===== src/rtl/piso_shift_pkg.sv =====
// Shared types and helpers for the piso_shift parallel-in/serial-out transmitter.
package piso_pkg;

    typedef enum logic {
        IDLE  = 1'b0,
        SHIFT = 1'b1
    } piso_state_t;

    localparam int unsigned PISO_DEFAULT_W = 16;

    // Bits needed to count 0..n inclusive.
    function automatic int unsigned cnt_width(input int unsigned n);
        return 32'($clog2(n + 1));
    endfunction

endpackage


===== src/rtl/piso_shift_if.sv =====
// Load and serial handshake bundle for piso_shift; master is the producer/consumer side.
interface piso_shift_if
    import piso_pkg::*;
#(
    parameter int unsigned N = PISO_DEFAULT_W
);
    logic         LOAD_VALID;
    logic         LOAD_READY;
    logic [N-1:0] D;
    logic         SOUT;
    logic         SVALID;
    logic         SREADY;
    logic         BUSY;
    logic         DONE;

    modport master (
        output LOAD_VALID, D, SREADY,
        input  LOAD_READY, SOUT, SVALID, BUSY, DONE
    );

    modport slave (
        input  LOAD_VALID, D, SREADY,
        output LOAD_READY, SOUT, SVALID, BUSY, DONE
    );
endinterface


===== src/rtl/piso_shift_bit_counter.sv =====
// Beat counter for piso_shift: clear has priority over increment, LAST flags the final beat.
module bit_counter #(
    parameter int unsigned TOTAL = 16,
    parameter int unsigned W     = 5
) (
    input  logic         CLOCK,
    input  logic         RESET,
    input  logic         CLEAR,
    input  logic         INC,
    output logic [W-1:0] COUNT,
    output logic         LAST
);
    logic [W-1:0] r_count;

    always_ff @(posedge CLOCK or posedge RESET) begin
        if (RESET) begin
            r_count <= '0;
        end else if (CLEAR) begin
            r_count <= '0;
        end else if (INC) begin
            r_count <= r_count + W'(1);
        end
    end

    assign COUNT = r_count;
    assign LAST  = (r_count == W'(TOTAL - 1));
endmodule


===== src/rtl/piso_shift.sv =====
// Parallel-in/serial-out transmitter: one word in via load handshake, one bit out per serial beat.
// Define PISO_PARITY_EN to append an even-parity beat after the data bits.
module piso_shift
    import piso_pkg::*;
#(
    parameter int unsigned N         = PISO_DEFAULT_W,
    parameter bit          MSB_FIRST = 1'b1
) (
    input  logic        CLOCK,
    input  logic        RESET,
    piso_shift_if.slave bus
);
`ifdef PISO_PARITY_EN
    localparam int unsigned TOTAL = N + 1;
`else
    localparam int unsigned TOTAL = N;
`endif
    localparam int unsigned CW = cnt_width(TOTAL);

    piso_state_t   r_state;
    piso_state_t   w_next_state;
    logic [N-1:0]  r_shreg;
    logic [N-1:0]  w_shreg_shifted;
    logic          r_done;
    logic [CW-1:0] w_count;
    logic          w_last;
    logic          w_shifting;
    logic          w_beat;
    logic          w_load_ready;
    logic          w_load;
    logic          w_data_bit;
    logic          w_sout;

    assign w_shifting   = (r_state == SHIFT);
    assign w_beat       = w_shifting & bus.SREADY;
    // Reload is allowed on the last accepted beat so consecutive words leave no idle bubble.
    assign w_load_ready = ~RESET & (~w_shifting | (w_last & bus.SREADY));
    assign w_load       = bus.LOAD_VALID & w_load_ready;

    bit_counter #(
        .TOTAL (TOTAL),
        .W     (CW)
    ) u_bit_counter (
        .CLOCK (CLOCK),
        .RESET (RESET),
        .CLEAR (w_load),
        .INC   (w_beat),
        .COUNT (w_count),
        .LAST  (w_last)
    );

    // State register.
    always_ff @(posedge CLOCK or posedge RESET) begin
        if (RESET) begin
            r_state <= IDLE;
        end else begin
            r_state <= w_next_state;
        end
    end

    // Next-state decode.
    always_comb begin
        w_next_state = r_state;
        case (r_state)
            IDLE:    if (w_load) w_next_state = SHIFT;
            SHIFT:   if (w_beat && w_last && !w_load) w_next_state = IDLE;
            default: w_next_state = IDLE;
        endcase
    end

    assign w_shreg_shifted = MSB_FIRST ? {r_shreg[N-2:0], 1'b0} : {1'b0, r_shreg[N-1:1]};
    assign w_data_bit      = MSB_FIRST ? r_shreg[N-1] : r_shreg[0];

    // Shift register and end-of-word pulse.
    always_ff @(posedge CLOCK or posedge RESET) begin
        if (RESET) begin
            r_shreg <= '0;
            r_done  <= 1'b0;
        end else begin
            r_done <= w_beat & w_last;
            if (w_load) begin
                r_shreg <= bus.D;
            end else if (w_beat) begin
                r_shreg <= w_shreg_shifted;
            end
        end
    end

`ifdef PISO_PARITY_EN
    logic r_parity;

    always_ff @(posedge CLOCK or posedge RESET) begin
        if (RESET) begin
            r_parity <= 1'b0;
        end else if (w_load) begin
            r_parity <= ^bus.D;
        end
    end

    // Beat index N is the parity beat; the data bits are exhausted by then.
    assign w_sout = (w_count == CW'(N)) ? r_parity : w_data_bit;
`else
    logic w_unused_count;

    assign w_unused_count = ^w_count;
    assign w_sout         = w_data_bit;
`endif

    assign bus.LOAD_READY = w_load_ready;
    assign bus.SOUT       = w_sout;
    assign bus.SVALID     = w_shifting;
    assign bus.BUSY       = w_shifting;
    assign bus.DONE       = r_done;
endmodule


===== src/flat_wrapper.sv =====
// flat-port wrapper written by rule: the top's interface ports become plain ports
module piso_shift_flat import piso_pkg::*;
#(
    parameter int unsigned N         = PISO_DEFAULT_W,
    parameter bit          MSB_FIRST = 1'b1
)
  (CLOCK, RESET, bus_LOAD_VALID, bus_D, bus_SREADY, bus_LOAD_READY, bus_SOUT, bus_SVALID, bus_BUSY, bus_DONE);
  piso_shift_if #(.N(N)) bus_i ();
  input  logic CLOCK;
  input  logic RESET;
  input wire logic [$bits(bus_i.LOAD_VALID)-1:0] bus_LOAD_VALID;
  input wire logic [$bits(bus_i.D)-1:0] bus_D;
  input wire logic [$bits(bus_i.SREADY)-1:0] bus_SREADY;
  output wire logic [$bits(bus_i.LOAD_READY)-1:0] bus_LOAD_READY;
  output wire logic [$bits(bus_i.SOUT)-1:0] bus_SOUT;
  output wire logic [$bits(bus_i.SVALID)-1:0] bus_SVALID;
  output wire logic [$bits(bus_i.BUSY)-1:0] bus_BUSY;
  output wire logic [$bits(bus_i.DONE)-1:0] bus_DONE;
  assign bus_i.LOAD_VALID = bus_LOAD_VALID;
  assign bus_i.D = bus_D;
  assign bus_i.SREADY = bus_SREADY;
  assign bus_LOAD_READY = bus_i.LOAD_READY;
  assign bus_SOUT = bus_i.SOUT;
  assign bus_SVALID = bus_i.SVALID;
  assign bus_BUSY = bus_i.BUSY;
  assign bus_DONE = bus_i.DONE;
  piso_shift #(.N(N), .MSB_FIRST(MSB_FIRST)) u_core (.CLOCK(CLOCK), .RESET(RESET), .bus(bus_i));
endmodule

===== config.mk =====
export PLATFORM = sky130hd
export DESIGN_NAME = piso_shift_flat
export DESIGN_NICKNAME = d
export VERILOG_FILES = /design/src/rtl/piso_shift_pkg.sv /design/src/rtl/piso_shift_if.sv /design/src/rtl/piso_shift_bit_counter.sv /design/src/rtl/piso_shift.sv /design/src/flat_wrapper.sv
export SDC_FILE = /design/constraint.sdc
export NUM_CORES = 1
export LEC_CHECK = 0
export CAP_MARGIN = 20
export CORE_MARGIN = 2
export CORE_UTILIZATION = 35
export DETAILED_ROUTE_END_ITERATION = 6
export SYNTH_ARGS = -nofsm -noshare
export SYNTH_HDL_FRONTEND = slang
export SYNTH_SLANG_ARGS = --single-unit
export TNS_END_PERCENT = 10

===== constraint.sdc =====
create_clock -name CLOCK -period 2.2 [get_ports CLOCK]
set_clock_uncertainty 0.15 [all_clocks]
set_input_delay 0.55 -clock CLOCK [delete_from_list [all_inputs] [get_ports CLOCK]]
set_output_delay 0.55 -clock CLOCK [all_outputs]
set_load 0.01 [all_outputs]

==> metrics <==
# nets final 144; category of the critical setup timing path flip-flop to output pin; Slew HR 0.806; Die Y-Extent 62.4 um; startpoint type of the worst setup path flip-flop; violations in the final reports setup timing; DRT antenna net count 0; worst setup slack after layout -0.0105 ns; initial DRC count 8; Worst EP arrival 1.51 ns; source-to-sink clock delay at the later pin of the worst-skew pair 0.30 ns; share of cells above drive strength 1 0.438; Synth warnings 0; pre-CTS WS -0.275 ns; gr ovfl total 0; Worst Tran Pin Value 0.291 ns; Final Hold Violating Endpoints 0; routed wire length 1.93 mm; critical path fanouts, max 2; Area growth syn-to-layout 32.5%; htree depth 1; Tightest Hold Check Type flip-flop to flip-flop; IO Pins 25; maximum vdd ir drop 0.451 mV; top-count cell post-synth dfrtp_1; dominant cells by area after synthesis dfrtp_1 (48%), mux2_2 (19%), mux2_4 (13%); global-route usage over all layers 0.109; highest attainable clock frequency 452 MHz; post-layout minimum cycle time 2.21 ns; final estimated routing congestion in global placement 0.735; power per standard cell area 937 mW/mm2; total number of placement rows 21; ANT cells 0; Most used DFF post-synth dfrtp_1; RSZ-0062 raised after global routing yes; via count of the first global-routing pass 787; type of destination of the critical path output pin; accumulated negative setup slack -0.0105 ns; post-DP HPWL 1.40 mm; largest area contributor in the synthesized netlist dfrtp_1; Core Footprint 0.00331 mm2; final standard cell area without fillers 0.00158 mm2; run status finished with violations; cts hold-fix bufs 0; count of mapped cells out of synthesis 87; initial cell density of the core 0.361; average via count per standard cell 4.44; Setup violations, final 1; static leakage 0.000720 uW; slowest stage cell on the critical path dfrtp_1; required time worst endpoint 1.50 ns; Die Area 0.00389 mm2; clock tree from TritonCTS done; Routed wire per std cell 11.6 um; CTS Buf Count 3; sequential area share after synthesis 0.482; number of enable flip-flop cells after synthesis 0; Post-route DRC 0; mapped cell area 0.00119 mm2; maximum cell stage delay along the critical path 0.40 ns; final number of max-transition violations 0; number of clock sinks 23; crit share post-route 1.00; clock root buffer clkbuf_4; die width 62.4 um; fraction of post-synthesis cell area in the top cell type by area 0.482; top cell types by occurrence after synthesis dfrtp_1 (23), mux2_2 (20), mux2_4 (10); Max-Cap Viols 0; critical path, cell by cell ha_2 > and3_4 > ha_4 > a21boi_2 > nor2_1 > buf_2; unique cell type count in the Yosys netlist 25; Cell Area, Placed 0.00153 mm2; number of antenna violations at the first check in global routing 0; register clock-pin slew on the reported worst setup and hold paths 0.12 ns; synthesis-stage register bit count 23; Via Count 741; Max Buffers Root-to-Sink 2; wire length of the first global-routing pass 3.42 mm; maximum number of pins on one net before global-route repair 24; net count after synthesis 109; count of buffers inserted at the top-level ports 24; DR pass1 iterations 4; Post-synth ARST share 1.00; Post-Syn Area per Cell 13.7 um2; smallest hold slack 0.391 ns
-- path summary, 6_finish.rpt --
| check | slack (ns) | from | to | cells after the start |
|---|---|---|---|---|
| worst max-delay path | -0.01 | u_core.u_bit_counter.COUNT[1] | bus_LOAD_READY | 6 |
| worst min-delay path | 0.39 | u_core.r_shreg[0] | u_core.r_shreg[0] | 2 |
| worst max register to register | 0.14 | u_core.u_bit_counter.COUNT[1] | u_core.r_shreg[13] | 8 |
| worst min register to register | 0.39 | u_core.r_shreg[0] | u_core.r_shreg[0] | 2 |
| max in group asynchronous | 1.07 | RESET | u_core.r_shreg[8] | 4 |
| min in group asynchronous | 0.59 | RESET | u_core.bus.BUSY | 4 |
-- stage by stage --
stage	cells	util	total power [uW]
finish	167	0.478	1480
global route	167	0.478	1620
CTS	167	0.478	1510
detailed placement	162	0.463	1300
global placement	162	0.463	1270
floorplan	87	-	1100
-- power by group --
part / switching (uW) / leakage [uW] / internal [uW] / total [uW]
Sequential: 83.2 / 0.000293 / 589 / 672
Clock: 114 / 0.0000150 / 70.6 / 185
Combinational: 205 / 0.000412 / 420 / 625
Total: 402 / 0.000720 / 1080 / 1480
-- sequential cells by signal, indices dropped and copies added (netlist names) --
name                        cells
u_core.bus.BUSY                 1
u_core.bus.DONE                 1
u_core.r_shreg                 16
u_core.u_bit_counter.COUNT      5
-- cells by family (layout without fill, tap and decap cells) --
kind of cell	count (synthesis)	after routing	synth area share
fa+ha+maj	2	2	0.0210
mux	31	31	0.323
buf+inv	8	42	0.0482
xor+xnor	2	2	0.0147
compound gates	5	5	0.0283
simple gates	16	16	0.0828
flops	23	23	0.482
-- metal layers --
layer / global-route usage / wire length [um]
met1: 0.137 / 862
met2: 0.188 / 966
met3: 0.0378 / 106
met4: 0.00833 / 0
met5: 0 / 0
-- timing repair --
action,CTS,global route
setup buffers,1,0
setup endpoints to repair,1,1
resized for setup,8,0
pin swaps,3,1
-- layout by cell type, fill, tap and decap left out, drive strengths merged --
cell type	Yosys	final
ha	2	2
nor3b	1	1
a21boi	1	1
mux2	30	30
xnor2	1	1
or2	1	1
or3	1	1
and3	2	2
mux2i	1	1
clkbuf	0	4
a21oi	2	2
xor2	1	1
clkdlybuf4s50	0	23
nor2	4	4
a211oi	1	1
nand3	2	2
buf	5	12
and2	1	1
dfrtp	23	23
nand2	4	4
o21ai	1	1
inv	3	3
-- layout make-up --
class,count,area [um2]
timing repair buffer,35,330
fill,317,1730
sequential,23,576
tap,46,57.6
clock buffer,4,26.3
multi-input combinational,56,581
inverter,3,11.3
-- critical path: cells and delay by family, from the launching register on --
| kind | cells | cell delay (ns) |
|---|---|---|
| DFF | 1 | 0.40 |
| AOI/OAI and AO/OA | 1 | 0.14 |
| buffers and inverters | 1 | 0.13 |
| and+or+nand+nor | 2 | 0.20 |
| adders and majority gates | 2 | 0.34 |
No activity file was read; power rests on OpenSTA's default activity.
==> variant: new RTL, config.mk and constraints unchanged <==
`MSB_FIRST` is set to 1'b1 in 2 places; all go to 1'b0.
--- a/src/rtl/piso_shift.sv
+++ b/src/rtl/piso_shift.sv
@@ -4,7 +4,7 @@
     import piso_pkg::*;
 #(
     parameter int unsigned N         = PISO_DEFAULT_W,
-    parameter bit          MSB_FIRST = 1'b1
+    parameter bit          MSB_FIRST = 1'b0
 ) (
     input  logic        CLOCK,
     input  logic        RESET,
--- a/src/flat_wrapper.sv
+++ b/src/flat_wrapper.sv
@@ -2,7 +2,7 @@
 module piso_shift_flat import piso_pkg::*;
 #(
     parameter int unsigned N         = PISO_DEFAULT_W,
-    parameter bit          MSB_FIRST = 1'b1
+    parameter bit          MSB_FIRST = 1'b0
 )
   (CLOCK, RESET, bus_LOAD_VALID, bus_D, bus_SREADY, bus_LOAD_READY, bus_SOUT, bus_SVALID, bus_BUSY, bus_DONE);
   piso_shift_if #(.N(N)) bus_i ();
Function: changed (Yosys sat finds a counterexample within 4 cycles, from zero or initial values and one cycle with RESET high).
==> variant against the original RTL <==
  * Routed wire length up 2.9%
  * Design area down 0.87%
  * Critical path type unchanged
  * Largest cell class is now flip-flops and latches
  * Synthesized area down 3.7%
  * Critical path depth unchanged
  * Maximum frequency down 2.3%
  * Sequential cell count unchanged
  * Worst setup slack worse by 51 ps
  * Register-to-register slack worse by 30 ps
  * The run still ends with setup timing left
  * Combinational power down 3.5%
  * Power down 0.91%
==> variant: results <==
[clock_tree]
cts_resized = 8

[synth]
synthTopCellsByArea = dfrtp_1 (50%), mux2_2 (29%), buf_6 (2.9%)
synth.cells.most_frequent = mux2_2 (30), dfrtp_1 (23)
syn-num-nets = 108
ys_types = 20
synth_cells = 86

[finish]
fill_cells = 293
multi_input_area_um2 = 534
drive_above_1_share_pct = 44.7
fin_nets = 146

[status]
violations = setup timing
status = complete, but fails checks

[power]
p_leak_nw = 0.714
vdd_drop_max_mv = 0.333
p_sw_share_pct = 27.7

[place]
gp_congestion = 0.740
dp.cells = 160

[critical_path]
ff2ff_setup_slack_ps = 110
startpoint = u_core.u_bit_counter.COUNT[0]
r2r_end = u_core.r_shreg[6]
r2r_start = u_core.u_bit_counter.COUNT[0]

[timing]
worst_pin_slew_ps = 298
timing.final.ws_setup_ps = -61.8
setup_viol = 1
fin_tns_setup_ps = -61.8

[global_routing]
grt_pass1_vias = 824
grt_util_all_layers_pct = 12.5
grt_pass1_wl_um = 3480

[route]
routed_wirelength_um = 1990
routedWlPerCell_um = 11.9
[variant: logic make-up after synthesis]
family                     share of synthesized area [%]
DFF                                                 50.1
buffers and inverters                               5.22
muxes                                               30.2
xor gates and xnor gates                            1.52
and+or+nand+nor                                     7.29
AOI/OAI and AO/OA                                   3.48
adders and majority gates                           2.18
[variant: layer usage]
layer	part of all wire, %	global-route usage (%)	vias up
met2	52	22.6	18
met4	0.50	4.66	0
met5	0	0	-
met3	4.4	2.10	2
met1	43	14.8	381
li1	-	-	375
[variant: power by group through the flow]
stage	sequential (mW)	clock, mW	combinational, mW
5_1_grt	0.699	0.230	0.670
3_3_place_gp	0.677	0	0.540
3_5_place_dp	0.684	0	0.555
2_1_floorplan	0.672	0	0.375
6_report	0.675	0.190	0.603
4_1_cts	0.675	0.205	0.579
[variant: worst min-delay path by stage]
| stage | endpoint | depth (start not counted) | slack [ps] | startpoint |
|---|---|---|---|---|
| after global placement | u_core.r_shreg[15] | 2 | 370 | u_core.r_shreg[15] |
| after CTS | u_core.r_shreg[15] | 2 | 390 | u_core.r_shreg[15] |
| final | u_core.r_shreg[15] | 2 | 390 | u_core.r_shreg[15] |
| after detailed placement | u_core.r_shreg[15] | 2 | 370 | u_core.r_shreg[15] |
| after floorplan | u_core.r_shreg[15] | 2 | 350 | u_core.r_shreg[15] |
| after global routing | u_core.r_shreg[15] | 2 | 460 | u_core.r_shreg[15] |
[variant: cell type report]
cell class	instances	share of cell area, %
flip-flops and latches	23	36.7
multi-input cells	55	34.1
repair buffers	38	23.3
well taps	44	3.51
clock buffers	4	1.68
inverters	3	0.718
[variant: worst max-delay path, cell delays in order, from the launching register on]
cell and delay, ps:
dfrtp_1 410, ha_2 180, and3_4 190, ha_4 160, a21boi_2 140, nor2_1 50, buf_2 130
